[config.mk]
export PLATFORM = sky130hd
export DESIGN_NAME = bsnn_spike_encoder
export DESIGN_NICKNAME = d
export VERILOG_FILES = /design/src/rtl/bsnn_spike_encoder.sv
export SDC_FILE = /design/constraint.sdc
export NUM_CORES = 1
export LEC_CHECK = 0
export BUFFER_PORTS_ARGS = -buffer_cell sky130_fd_sc_hd__buf_2
export CAP_MARGIN = 0
export CORE_ASPECT_RATIO = 1.25
export CORE_MARGIN = 8
export CORE_UTILIZATION = 60
export CTS_CLUSTER_SIZE = 20
export DETAILED_ROUTE_END_ITERATION = 16
export MAX_ROUTING_LAYER = met4
export PLACE_DENSITY = 0.8
export SKIP_LAST_GASP = 1
export SYNTH_ARGS = -nofsm -noshare
export SYNTH_HDL_FRONTEND = slang
export SYNTH_SLANG_ARGS = --single-unit
export TNS_END_PERCENT = 20
[constraint.sdc]
create_clock -name CLK -period 4.2 [get_ports CLK]
set_input_delay 0.42 -clock CLK [delete_from_list [all_inputs] [get_ports CLK]]
set_output_delay 0.42 -clock CLK [all_outputs]
set_load 0.01 [all_outputs]
[src/rtl/bsnn_spike_encoder.sv]
// bsnn_spike_encoder: rate-codes four 8-bit intensities into WINDOW spike timesteps.
// Define BSNN_ENC_DETERMINISTIC_EN for carry-accumulator coding instead of LFSR comparison.
module bsnn_spike_encoder #(
    parameter int unsigned WINDOW    = 16,
    parameter logic [31:0] LFSR_SEED = 32'hACE1_2468
) (
    input  logic        CLK,
    input  logic        RST,
    input  logic [31:0] pixel_data,
    input  logic        pixel_valid,
    output logic        pixel_ready,
    input  logic        en,
    output logic [3:0]  spike_out,
    output logic        spike_valid,
    output logic        window_done
);

    // state  | meaning
    // IDLE   | waiting for a sample; pixel_ready high
    // ENCODE | one timestep emitted per cycle with en high
    typedef enum logic {IDLE, ENCODE} state_t;

    localparam logic [7:0] T_LAST = 8'(WINDOW - 1);

    state_t          state;
    state_t          state_nxt;
    logic            accept;
    logic            emit;
    logic            last;
    logic [7:0]      t_cnt;
    logic [3:0][7:0] intensity;
    logic [3:0]      spike_nxt;

    always_comb begin
        state_nxt = state;
        accept    = 1'b0;
        emit      = 1'b0;
        last      = 1'b0;
        case (state)
            IDLE: begin
                if (pixel_valid) begin
                    accept    = 1'b1;
                    state_nxt = ENCODE;
                end
            end
            ENCODE: begin
                if (en) begin
                    emit = 1'b1;
                    if (t_cnt == T_LAST) begin
                        last      = 1'b1;
                        state_nxt = IDLE;
                    end
                end
            end
            default: state_nxt = IDLE;
        endcase
    end

    assign pixel_ready = (state == IDLE);

    always_ff @(posedge CLK or posedge RST) begin
        if (RST) state <= IDLE;
        else     state <= state_nxt;
    end

`ifdef BSNN_ENC_DETERMINISTIC_EN
    // The ninth accumulator bit is the carry, which is registered directly as the spike.
    logic [3:0][7:0] acc;
    logic [3:0][8:0] acc_sum;

    always_comb begin
        acc_sum   = '0;
        spike_nxt = '0;
        for (int i = 0; i < 4; i++) begin
            acc_sum[i]   = {1'b0, acc[i]} + {1'b0, intensity[i]};
            spike_nxt[i] = acc_sum[i][8];
        end
    end

    always_ff @(posedge CLK or posedge RST) begin
        if (RST) begin
            acc <= '0;
        end else if (accept) begin
            acc <= '0;
        end else if (emit) begin
            for (int i = 0; i < 4; i++) acc[i] <= acc_sum[i][7:0];
        end
    end
`else
    localparam logic [31:0] LFSR_MASK = 32'h8020_0003;
    // An all-zero Galois LFSR never leaves zero, so a zero seed is promoted to 1.
    localparam logic [31:0] SEED_EFF  = (LFSR_SEED == 32'h0) ? 32'h1 : LFSR_SEED;

    logic [31:0] lfsr;
    logic [31:0] lfsr_nxt;

    always_comb begin
        lfsr_nxt  = lfsr[0] ? ((lfsr >> 1) ^ LFSR_MASK) : (lfsr >> 1);
        spike_nxt = '0;
        for (int i = 0; i < 4; i++) spike_nxt[i] = (intensity[i] > lfsr[8*i +: 8]);
    end

    always_ff @(posedge CLK or posedge RST) begin
        if (RST)       lfsr <= SEED_EFF;
        else if (emit) lfsr <= lfsr_nxt;
    end
`endif

    always_ff @(posedge CLK or posedge RST) begin
        if (RST) begin
            t_cnt       <= '0;
            intensity   <= '0;
            spike_out   <= '0;
            spike_valid <= 1'b0;
            window_done <= 1'b0;
        end else begin
            spike_out   <= '0;
            spike_valid <= 1'b0;
            window_done <= 1'b0;
            if (accept) begin
                intensity <= pixel_data;
                t_cnt     <= '0;
            end
            if (emit) begin
                spike_out   <= spike_nxt;
                spike_valid <= 1'b1;
                window_done <= last;
                t_cnt       <= t_cnt + 8'd1;
            end
        end
    end

endmodule

### After elaboration in Yosys (flattened, before gate mapping)

Index checks and enable logic that the tools add are counted.

| storage, ports and cells | value |
|---|---|
| register bits after elaboration | 79 |
| bits of input ports | 36 |
| output and inout bits | 7 |
| logic and storage cells | 35 |

| cells by class | value |
|---|---|
| add/subtract/negate cells | 1 |
| $lt $le $gt $ge | 4 |
| equality and inequality tests | 1 |
| mux-type cells | 16 |
| bitwise logic cells | 2 |
| reductions and logical operators | 1 |

Operators by type and width:

| operator | number |
|---|---|
| > comparator 8 bit | 4 |
| two-way mux 32 bit | 1 |
| two-way mux 8 bit | 2 |
| two-way mux 1 bit | 11 |
| adder 8 x 1 -> 8 bit (second input constant) | 1 |
| == test 8 x 4 -> 1 bit (second input constant) | 1 |
| two-way mux 4 bit | 1 |
| NOT 3 -> 4 bit | 1 |
| case mux 1 bit (2 select lines) | 1 |
| nonzero test 2 bit | 1 |
| NOT 1 bit | 1 |

### Longest topological paths before layout

Gate-level depths: netlist of the first run.

| logic depth | value |
|---|---|
| depth after elaboration | 5 |
| mapped depth | 6 |
| gate-level depth less buffers | 6 |

### Worst setup path after synthesis of the first run

No wires, ideal clock.

| timing path | value |
|---|---|
| path type | reg-to-reg |
| from | register lfsr[23] |
| to | register spike_out[2] |
| setup time | 0.119 ns |
| data arrival time | 1.239 ns |
| data required time | 4.081 ns |
| path slack | 2.842 ns |
| stages on the path, launching flop included | 6 |
| path buffers | 0 |
| clock period less this slack | 1.358 ns |
| path through | dfstp_2 inv_1 ha_1 a21oi_1 o21ai_0 o21ba_2 |

| between the ends | value |
|---|---|
| cells in the longest elaborated chain, start to end | 2 |

Ends and longest elaborated chain:

| what | line | RTL |
|---|---|---|
| from (decl) | 94 | `logic [31:0] lfsr;` |
| from (signal assigned) | 105 | `else if (emit) lfsr <= lfsr_nxt;` |
| > comparator 8 bit | 100 | `for (int i = 0; i < 4; i++) spike_nxt[i] = (intensity[i] > lfsr[8*i +: 8]);` |
| two-way mux 4 bit | 124 | `if (emit) begin` |
| to (signal assigned) | 125 | `spike_out <= spike_nxt;` |
| to (decl) | 13 | `output logic [3:0] spike_out,` |

No other way between the ends.
A chain may end at the register's enable or synchronous reset.

### Final worst setup path of the first run

| timing path | value |
|---|---|
| from | register state |
| to | register t_cnt[5] |

| between the ends | value |
|---|---|
| cells in the longest elaborated chain, start to end | 2 |
| elaborated cells on any way between the ends | 4 |
| classes of those cells | 3 x mux; 1 x reduce/logical |

Ends and longest elaborated chain:

| what | line | RTL |
|---|---|---|
| from (decl) | 25 | `state_t state;` |
| from (signal assigned) | 63 | `else state <= state_nxt;` |
| two-way mux 1 bit | 39 | `case (state)` |
| two-way mux 8 bit / nonzero test 2 bit (equally long branches) | n/a |  |
| to (signal assigned) | 128 | `t_cnt <= t_cnt + 8'd1;` |
| to (decl) | 30 | `logic [7:0] t_cnt;` |

Several ways; a longest one is shown, not always the timed one.

==> out/summary.txt, run 1 <==
Status: finished clean
Worst path required time: 4.44 ns
Mapped Cells: 400
Synth cell count leaders: nand2_1 (131), dfrtp_1 (66), o21ai_0 (49), inv_1 (34), ha_1 (33)
CORE AREA: 6090 um^2
First-pass GRT wire length: 12500 um
CTS buffer count: 9
Most frequent cell after synthesis: nand2_1
Max IR drop VDD: 0.270 mV
Area Growth Syn to Fin: 12.2%
Crit. End Element: flip-flop
WP buf/inv: 1
Worst Skew: 0.00809 ns
Worst Slack Setup Final: 2.25 ns
Post_cts resized: 0
Die height: 104 um
H-tree depth: 3
Syn nets: 469
Sequential-to-total area share from yosys stat: 0.535
Max-cap violations: 0
Die outline area: 9000 um^2
Number of synthesized flops with an enable pin: 0
Async SR Flop Fraction: 1.00
F_max: 0.513 GHz
Clock slew at reported path FFs: 0.08 ns
Post-Syn Area per Cell: 9.31 um^2
TritonCTS clock tree: done
Synthesized area: 3720 um^2
Worst Tran Pin Value: 1.08 ns
Vias in the first global route: 2813
Unrepaired setup endpoints after global routing: no
Vias: 2754
Antenna violations before repair: 0
Synth Flop Type: dfrtp_1
DR WL/cell: 13.3 um
Grt ovf: 0
DRT Pass-1 Iters: 4
Biggest area consumer among synthesized cells: dfrtp_1
Largest net degree at the start of global routing: 69
M1 wire length: 3250 um
PD cells: 509 nW/um^2
Final HPWL DP: 4900 um
Critical Path Start Type: flip-flop
Final Hold Vio Count: 0
YS warnings: 0
Fin crit share: 0.464
Crit-path cells: nand2_2 > inv_2 > and3_1 > nand4_1 > mux2i_1
Drt first-iter violations: 116
Std cell rows: 32
Max-slew headroom: 0.281
Pre-CTS setup slack: 2.16 ns
Top-area cell type share of the netlist area: 0.443
Clk buf depth: 2
Setup Fix Bufs, Post-CTS: 0
Die X: 86.5 um
Placed insts: 515
Tot GR Track Use: 0.179
Crit-path max FO: 68
Yosys reg bits: 79
Clock Latency Late Sink: 0.36 ns
Final instance count without filler cells: 531
Hold Crit Class: in -> async
Routability congestion estimate: 0.820
Proportion of layout cells with a drive suffix above 1: 0.184
Hold Buf Count CTS: 0
Count of different cell masters after synthesis: 28
DRC Markers: 0
Wire length on met2: 3360 um
Crit Path Class: reg -> reg
Clk root buf: clkbuf_8
Leak: 2.11 nW
Buffers on Ports: 42
Final nets: 510
Via density: 5.19
Ranking of synthesized cells by area: dfrtp_1 (44%), nand2_1 (13%), ha_1 (11%)
CTS sink count: 79
Crit path time final: 1.95 ns
Post-route ant nets: 0
IO Pins: 43
Top layer in use: met4
Ant. Diodes: 0
Crit-path slowest cell: inv_2
Initial core utilization: 0.612
Final WL: 7090 um
Setup_tns: 0 ns
Max Transition Viols Final: 0
Max incr delay on CP: 0.69 ns
Crit-path leading delay family: buffers and inverters
Endpoints failing setup: 0
Met3 wire length: 293 um
Critical path arrival: 2.19 ns
==> stage by stage <==
step                hold WS [ns]  area (um^2)   util  total power [mW]
finish                     0.190         4180  0.687              2.13
global route               0.242         4180  0.687              2.30
CTS                        0.204         4180  0.687              2.15
detailed placement         0.470         3990  0.656              1.61
global placement           0.455         3990  0.656              1.57
floorplan                  0.436         3720      -              1.45
==> layout make-up <==
cell class | instances | area, um^2
Multi-Input combinational cell | 272 | 1540
Inverter | 35 | 131
Tap cell | 85 | 106
Clock inverter | 3 | 17.5
Clock buffer | 13 | 169
Fill cell | 516 | 1910
Timing Repair Buffer | 44 | 225
Sequential cell | 79 | 1990
==> cells in the final DEF (no fill, tap or decap), drive strengths merged <==
cell type,synthesis,final
o21ba,4,4
clkinvlp,0,1
xor2,2,2
a22o,1,1
and4,1,1
mux2i,3,3
and3,1,1
nor2b,5,5
a21oi,17,17
buf,12,44
nand2,132,132
clkbuf,2,13
or4,1,1
nand3,3,3
xnor2,1,1
ha,33,33
nand4,10,10
o211ai,4,4
nor2,5,5
inv,35,35
clkinv,0,2
o21ai,49,49
dfstp,13,13
dfrtp,66,66
==> kinds of logic after synthesis <==
logic type / synth area share
buffers and inverters: 0.0527
xor gates and xnor gates: 0.00706
DFF: 0.535
adders and majority gates: 0.111
muxes: 0.00806
and+or+nand+nor: 0.176
AOI/OAI and AO/OA: 0.110
==> where the power goes <==
group,switching (mW),total (mW),leakage [nW],internal (mW)
Clock,0.265,0.527,0.0954,0.261
Sequential,0.110,1.06,0.975,0.948
Combinational,0.309,0.544,1.04,0.235
Total,0.684,2.13,2.11,1.44
==> path summary, 6_finish.rpt <==
path / from / slack (ns) / end / cells past startpoint
min in group CLK: pixel_data[13] / 0.25 / intensity[13] / 3
min reg2reg: lfsr[12] / 0.48 / lfsr[11] / 2
max reg2reg: state / 2.25 / t_cnt[5] / 5
min: RST / 0.19 / t_cnt[1] / 2
max in group asynchronous: RST / 2.99 / lfsr[5] / 3
max: state / 2.25 / t_cnt[5] / 5
==> registers in the layout, summed over array words and instances (netlist names) <==
name	count
intensity	32
lfsr	32
t_cnt	8
spike_out	4
spike_valid	1
state	1
window_done	1
==> per-layer routing <==
metal / GRT usage / vias up
li1: - / 1387
met1: 0.216 / 1298
met2: 0.274 / 55
met3: 0.0387 / 14
met4: 0.0877 / 0
met5: - / -
Note: power is estimated with default switching activity, not from simulation.
==> inputs of run 2 (changes only) <==
Settings changed: CORE_UTILIZATION 60 to 52, PLACE_DENSITY 0.8 to 0.73.
Clock period 4.2 ns to 1.69 ns, I/O delays scaled along.
==> run 2 against run 1 <==
Effect of this change: via count is 0.36% higher; combinational power grew to 2.5 times the previous value; largest power group unchanged; utilization is 6.5 points lower; highest routed layer unchanged.
==> out/summary.txt, run 2 (same netlist as run 1, synthesis figures left out) <==
WP buf/inv: 1
Worst path required time: 1.92 ns
Grt peak-use layer: met2
First-pass GRT wire length: 13400 um
CTS buffer count: 9
PD cells: 1260 nW/um^2
CORE AREA: 6930 um^2
Die outline area: 10100 um^2
Max IR drop VDD: 0.668 mV
Final Hold Vio Count: 0
TritonCTS clock tree: done
CTS sink count: 79
Crit-path cells: inv_1 > ha_1 > nand4_1 > o21ai_0 > o21ba_2
Setup Fix Bufs, Post-CTS: 0
Status: finished clean
Crit-path max FO: 2
Tot GR Track Use: 0.163
Met2 Use GR: 0.271
Area Growth Syn to Fin: 15.7%
Fin Hold WS: 0.0138 ns
Largest net degree at the start of global routing: 48
Crit path time final: 1.49 ns
Worst Tran Pin Value: 0.543 ns
Initial core utilization: 0.537
Leak: 2.17 nW
Most frequent cells in the layout: nand2_1 (131), dfrtp_1 (66), o21ai_0 (49)
M1 GR Usage: 0.191
Drt first-iter violations: 140
Hold Crit Class: in -> reg
Clock slew at reported path FFs: 0.08 ns
Critical path arrival: 1.72 ns
Via density: 5.10
Layout fillers: 591
Met3 usage in global routing: 0.0325
Max Transition Viols Final: 0
F_max: 0.671 GHz
Commonest non-fill, non-tap cell in the layout: nand2_1
Clock Latency Late Sink: 0.34 ns
Worst R2R Setup Slack: 0.20 ns
Final WL: 7130 um
DRC Markers: 0
Antenna violations before repair: 0
Die X: 91.7 um
Fin crit share: 0.882
Routability congestion estimate: 0.797
Std cell rows: 34
DR WL/cell: 13.1 um
Vias in the first global route: 3076
Clk root buf: clkbuf_8
DRT Pass-1 Iters: 4
Vias: 2764
Final Util: 0.621
Setup_tns: 0 ns
Grt ovf: 0
Post-route ant nets: 0
Buffers on Ports: 42
Worst Skew: 0.00876 ns
Fin area: 4310 um^2
Crit-path slowest cell: dfstp_2
Max-cap violations: 0
Post-Place Cell Area: 4090 um^2
Largest regs: intensity x32, lfsr x32, t_cnt x8
Ant. Diodes: 0
Max incr delay on CP: 0.53 ns
IO Pins: 43
Area of the multi-input gates: 1540 um^2
Endpoints failing setup: 0
Die height: 111 um
H-tree depth: 3
Proportion of layout cells with a drive suffix above 1: 0.195
Final nets: 516
Crit Path Class: reg -> reg
Crit. End Element: flip-flop
Crit-path leading delay family: flip-flops
Sequential cell area: 1990 um^2
Critical Path Start Type: flip-flop
Overall Power: 5.42 mW
Unrepaired setup endpoints after global routing: no
Clk buf depth: 2
Max-slew headroom: 0.637
Final HPWL DP: 5290 um
-- run 2: changes by cell type in the layout (fill, tap and decap cells not counted) --
cell | previous run | this run
buf_12 | 0 | 4
buf_4 | 2 | 3
clkinvlp_4 | 1 | 2
clkbuf_8 | 12 | 11
inv_2 | 2 | 1
clkinv_4 | 0 | 1
bufinv_16 | 0 | 1
clkbuf_1 | 1 | 0
dlygate4sd3_1 | 0 | 1
-- run 2: path summary, 6_finish.rpt --
path | cells past startpoint | to | startpoint
min | 3 | intensity[3] | pixel_data[3]
min reg2reg | 2 | intensity[4] | intensity[4]
max reg2reg | 5 | spike_out[0] | lfsr[6]
max | 5 | spike_out[0] | lfsr[6]
max in group asynchronous | 4 | lfsr[5] | RST
min in group asynchronous | 3 | t_cnt[4] | RST
-- run 2: stage by stage --
step	std cells	setup slack [ns]
after floorplan	400	0.332
after global placement	525	0.298
after detailed placement	525	0.198
after CTS	542	0.203
after global routing	542	0.0905
final	542	0.199
-- run 2: final cells by class --
class,count,area share
clock buffers,11,0.0351
repair buffers,50,0.0749
multi-input cells,272,0.357
flip-flops and latches,79,0.463
well taps,90,0.0261
inverters,35,0.0314
clock inverters,5,0.0131
-- run 2: repair_timing --
item,CTS,global route
endpoints found under the hold margin,17,0
gates resized for setup,0,0
hold buffers,1,0
-- run 2: routing by layer --
layer | part of all wire | vias up | wire [um]
li1 | - | 1401 | -
met1 | 0.45 | 1308 | 3220
met2 | 0.51 | 47 | 3610
met3 | 0.027 | 8 | 192
met4 | 0.015 | 0 | 108
met5 | 0 | - | 0
-- run 2: where the power goes --
group	internal, mW	total [mW]	switching [mW]
sequential	2.35	2.63	0.272
combinational	0.611	1.36	0.754
clock	0.761	1.42	0.664
total	3.73	5.42	1.69
-- run 2: worst reg2reg max path, stage by stage, from the launching register on --
cell     delay (ns)
dfstp_2        0.53
inv_1          0.05
ha_1           0.29
nand4_1        0.11
o21ai_0        0.22
o21ba_2        0.19
==> inputs of run 3 (changes only) <==
--- a/config.mk
+++ b/config.mk
@@ -10,3 +10,3 @@
 export CORE_ASPECT_RATIO = 1.25
-export CORE_MARGIN = 8
+export CORE_MARGIN = 2
 export CORE_UTILIZATION = 52
==> constraint.sdc (replaced) <==
create_clock -name CLK -period 1.69 [get_ports CLK]
set_input_delay 0.338 -clock CLK [delete_from_list [all_inputs] [get_ports CLK]]
set_output_delay 0.338 -clock CLK [all_outputs]
set_load 0.01 [all_outputs]
==> run 3 against run 2 <==
Effect of this change: via count decreased by 1.4%; register-to-register slack better by 0.02 ns; wire length fell by 5.5%; clock skew shrank 0.0040 ns; non-clock buffer count decreased by 1; utilization fell by 0.63 points; clock-buffer cell count up 4; first-iteration DRC count up 5.0%; sequential power about the same; die area is 23% lower; total power fell by 1.7%; final area fell by 1.0%; largest cell class unchanged.
==> out/summary.txt, run 3 (same netlist as run 1, synthesis figures left out) <==
Largest regs: intensity x32, lfsr x32, t_cnt x8
DRT Pass-1 Iters: 4
Layout fillers: 604
Max Transition Viols Final: 0
Grt peak-use layer: met2
Met2 Use GR: 0.315
CTS buffer count: 9
Overall Power: 5.32 mW
DRC Markers: 0
Die height: 98.6 um
CTS sink count: 79
Tot GR Track Use: 0.194
Critical Path Start Type: flip-flop
Worst Slack Setup Final: 0.222 ns
Sw Share: 0.307
Clock Latency Late Sink: 0.34 ns
Largest net degree at the start of global routing: 80
Die outline area: 7860 um^2
Met3 usage in global routing: 0.0375
Via density: 5.04
Clk buf depth: 2
Worst Skew: 0.00481 ns
Crit Path Class: reg -> reg
Sequential power share: 0.493
Crit-path cells: inv_1 > ha_1 > a21oi_1 > o21ai_0 > o21ba_2
Grt ovf: 0
Antenna violations before repair: 0
Clk root buf: clkbuf_8
Drt first-iter violations: 147
Clock slew at reported path FFs: 0.07 ns
Crit-path leading delay family: flip-flops
Setup Fix Bufs, Post-CTS: 0
Switch Pwr: 1.63 mW
Max-cap violations: 0
Comb pwr share: 0.254
Hold Buf Count CTS: 0
Max IR drop VDD: 0.618 mV
Leak: 2.15 nW
Buffers on Ports: 42
DR WL/cell: 12.4 um
Die X: 79.7 um
Max-slew headroom: 0.721
Crit path time final: 1.47 ns
Max incr delay on CP: 0.53 ns
Unrepaired setup endpoints after global routing: no
TritonCTS clock tree: done
Vias: 2726
Status: finished clean
Std cell rows: 34
Fin crit share: 0.869
PD cells: 1250 nW/um^2
Final Hold Vio Count: 0
Proportion of layout cells with a drive suffix above 1: 0.184
IO Pins: 43
Initial core utilization: 0.537
Final WL: 6730 um
H-tree depth: 3
Vias in the first global route: 2647
Final nets: 515
Most frequent cells in the layout: nand2_1 (131), dfrtp_1 (66), o21ai_0 (49)
CORE AREA: 6930 um^2
Crit. End Element: flip-flop
Setup_tns: 0 ns
Crit-path max FO: 2
F_max: 0.681 GHz
Worst Tran Pin Value: 0.418 ns
Critical path arrival: 1.70 ns
First-pass GRT wire length: 11600 um
Worst path required time: 1.92 ns
Internal Power: 3.69 mW
M1 GR Usage: 0.237
Post-route ant nets: 0
Post_cts resized: 0
Pre-CTS setup slack: 0.221 ns
Area Growth Syn to Fin: 14.5%
Routability congestion estimate: 0.828
Endpoints failing setup: 0
Clock share of power: 0.253
Commonest non-fill, non-tap cell in the layout: nand2_1
WP buf/inv: 1
Final HPWL DP: 4610 um
Hold Crit Class: in -> async
Crit-path slowest cell: dfstp_2
Ant. Diodes: 0
==> run 3: worst register-to-register path, cell delays in order, from the launching register on <==
cell     delay, ns
dfstp_2       0.53
inv_1         0.05
ha_1          0.28
a21oi_1       0.15
o21ai_0       0.12
o21ba_2       0.22
==> run 3: worst paths after layout <==
path	startpoint	end	slack, ns	cells after the start
worst max register to register	lfsr[5]	spike_out[0]	0.22	5
max in group asynchronous	RST	lfsr[6]	1.23	3
worst min register to register	t_cnt[7]	t_cnt[7]	0.48	1
worst max-delay path	lfsr[5]	spike_out[0]	0.22	5
min in group CLK	pixel_data[2]	intensity[2]	0.18	3
worst min-delay path	RST	t_cnt[5]	0.08	3
==> run 3: area by class of cell <==
type,count,area [um^2],area share
clock buffer,15,156,0.0367
clock inverter,1,30.0,0.00704
inverter,35,135,0.0317
multi-input combinational,272,1540,0.361
sequential,79,1990,0.467
tap,90,113,0.0264
timing repair buffer,49,300,0.0704
==> run 3: layer usage <==
| layer | up-vias | routed length (um) |
|---|---|---|
| li1 | 1395 | - |
| met3 | 7 | 232 |
| met5 | - | 0 |
| met1 | 1279 | 3040 |
| met4 | 0 | 99 |
| met2 | 45 | 3360 |
==> run 3: per-stage QoR <==
stage	util	instances	hold WS (ns)	cell area, um^2
finish	0.615	541	0.0792	4270
global route	0.615	541	0.131	4270
CTS	0.615	541	0.116	4270
detailed placement	0.588	525	0.459	4080
global placement	0.588	525	0.460	4080
floorplan	-	400	0.436	3730
==> run 3: power groups by stage <==
stage | Clock (mW) | Combinational, mW | Sequential (mW)
floorplan | 0 | 1.00 | 2.60
global placement | 0 | 1.28 | 2.64
detailed placement | 0 | 1.35 | 2.65
CTS | 1.38 | 1.37 | 2.63
global route | 1.48 | 1.58 | 2.68
finish | 1.35 | 1.35 | 2.62
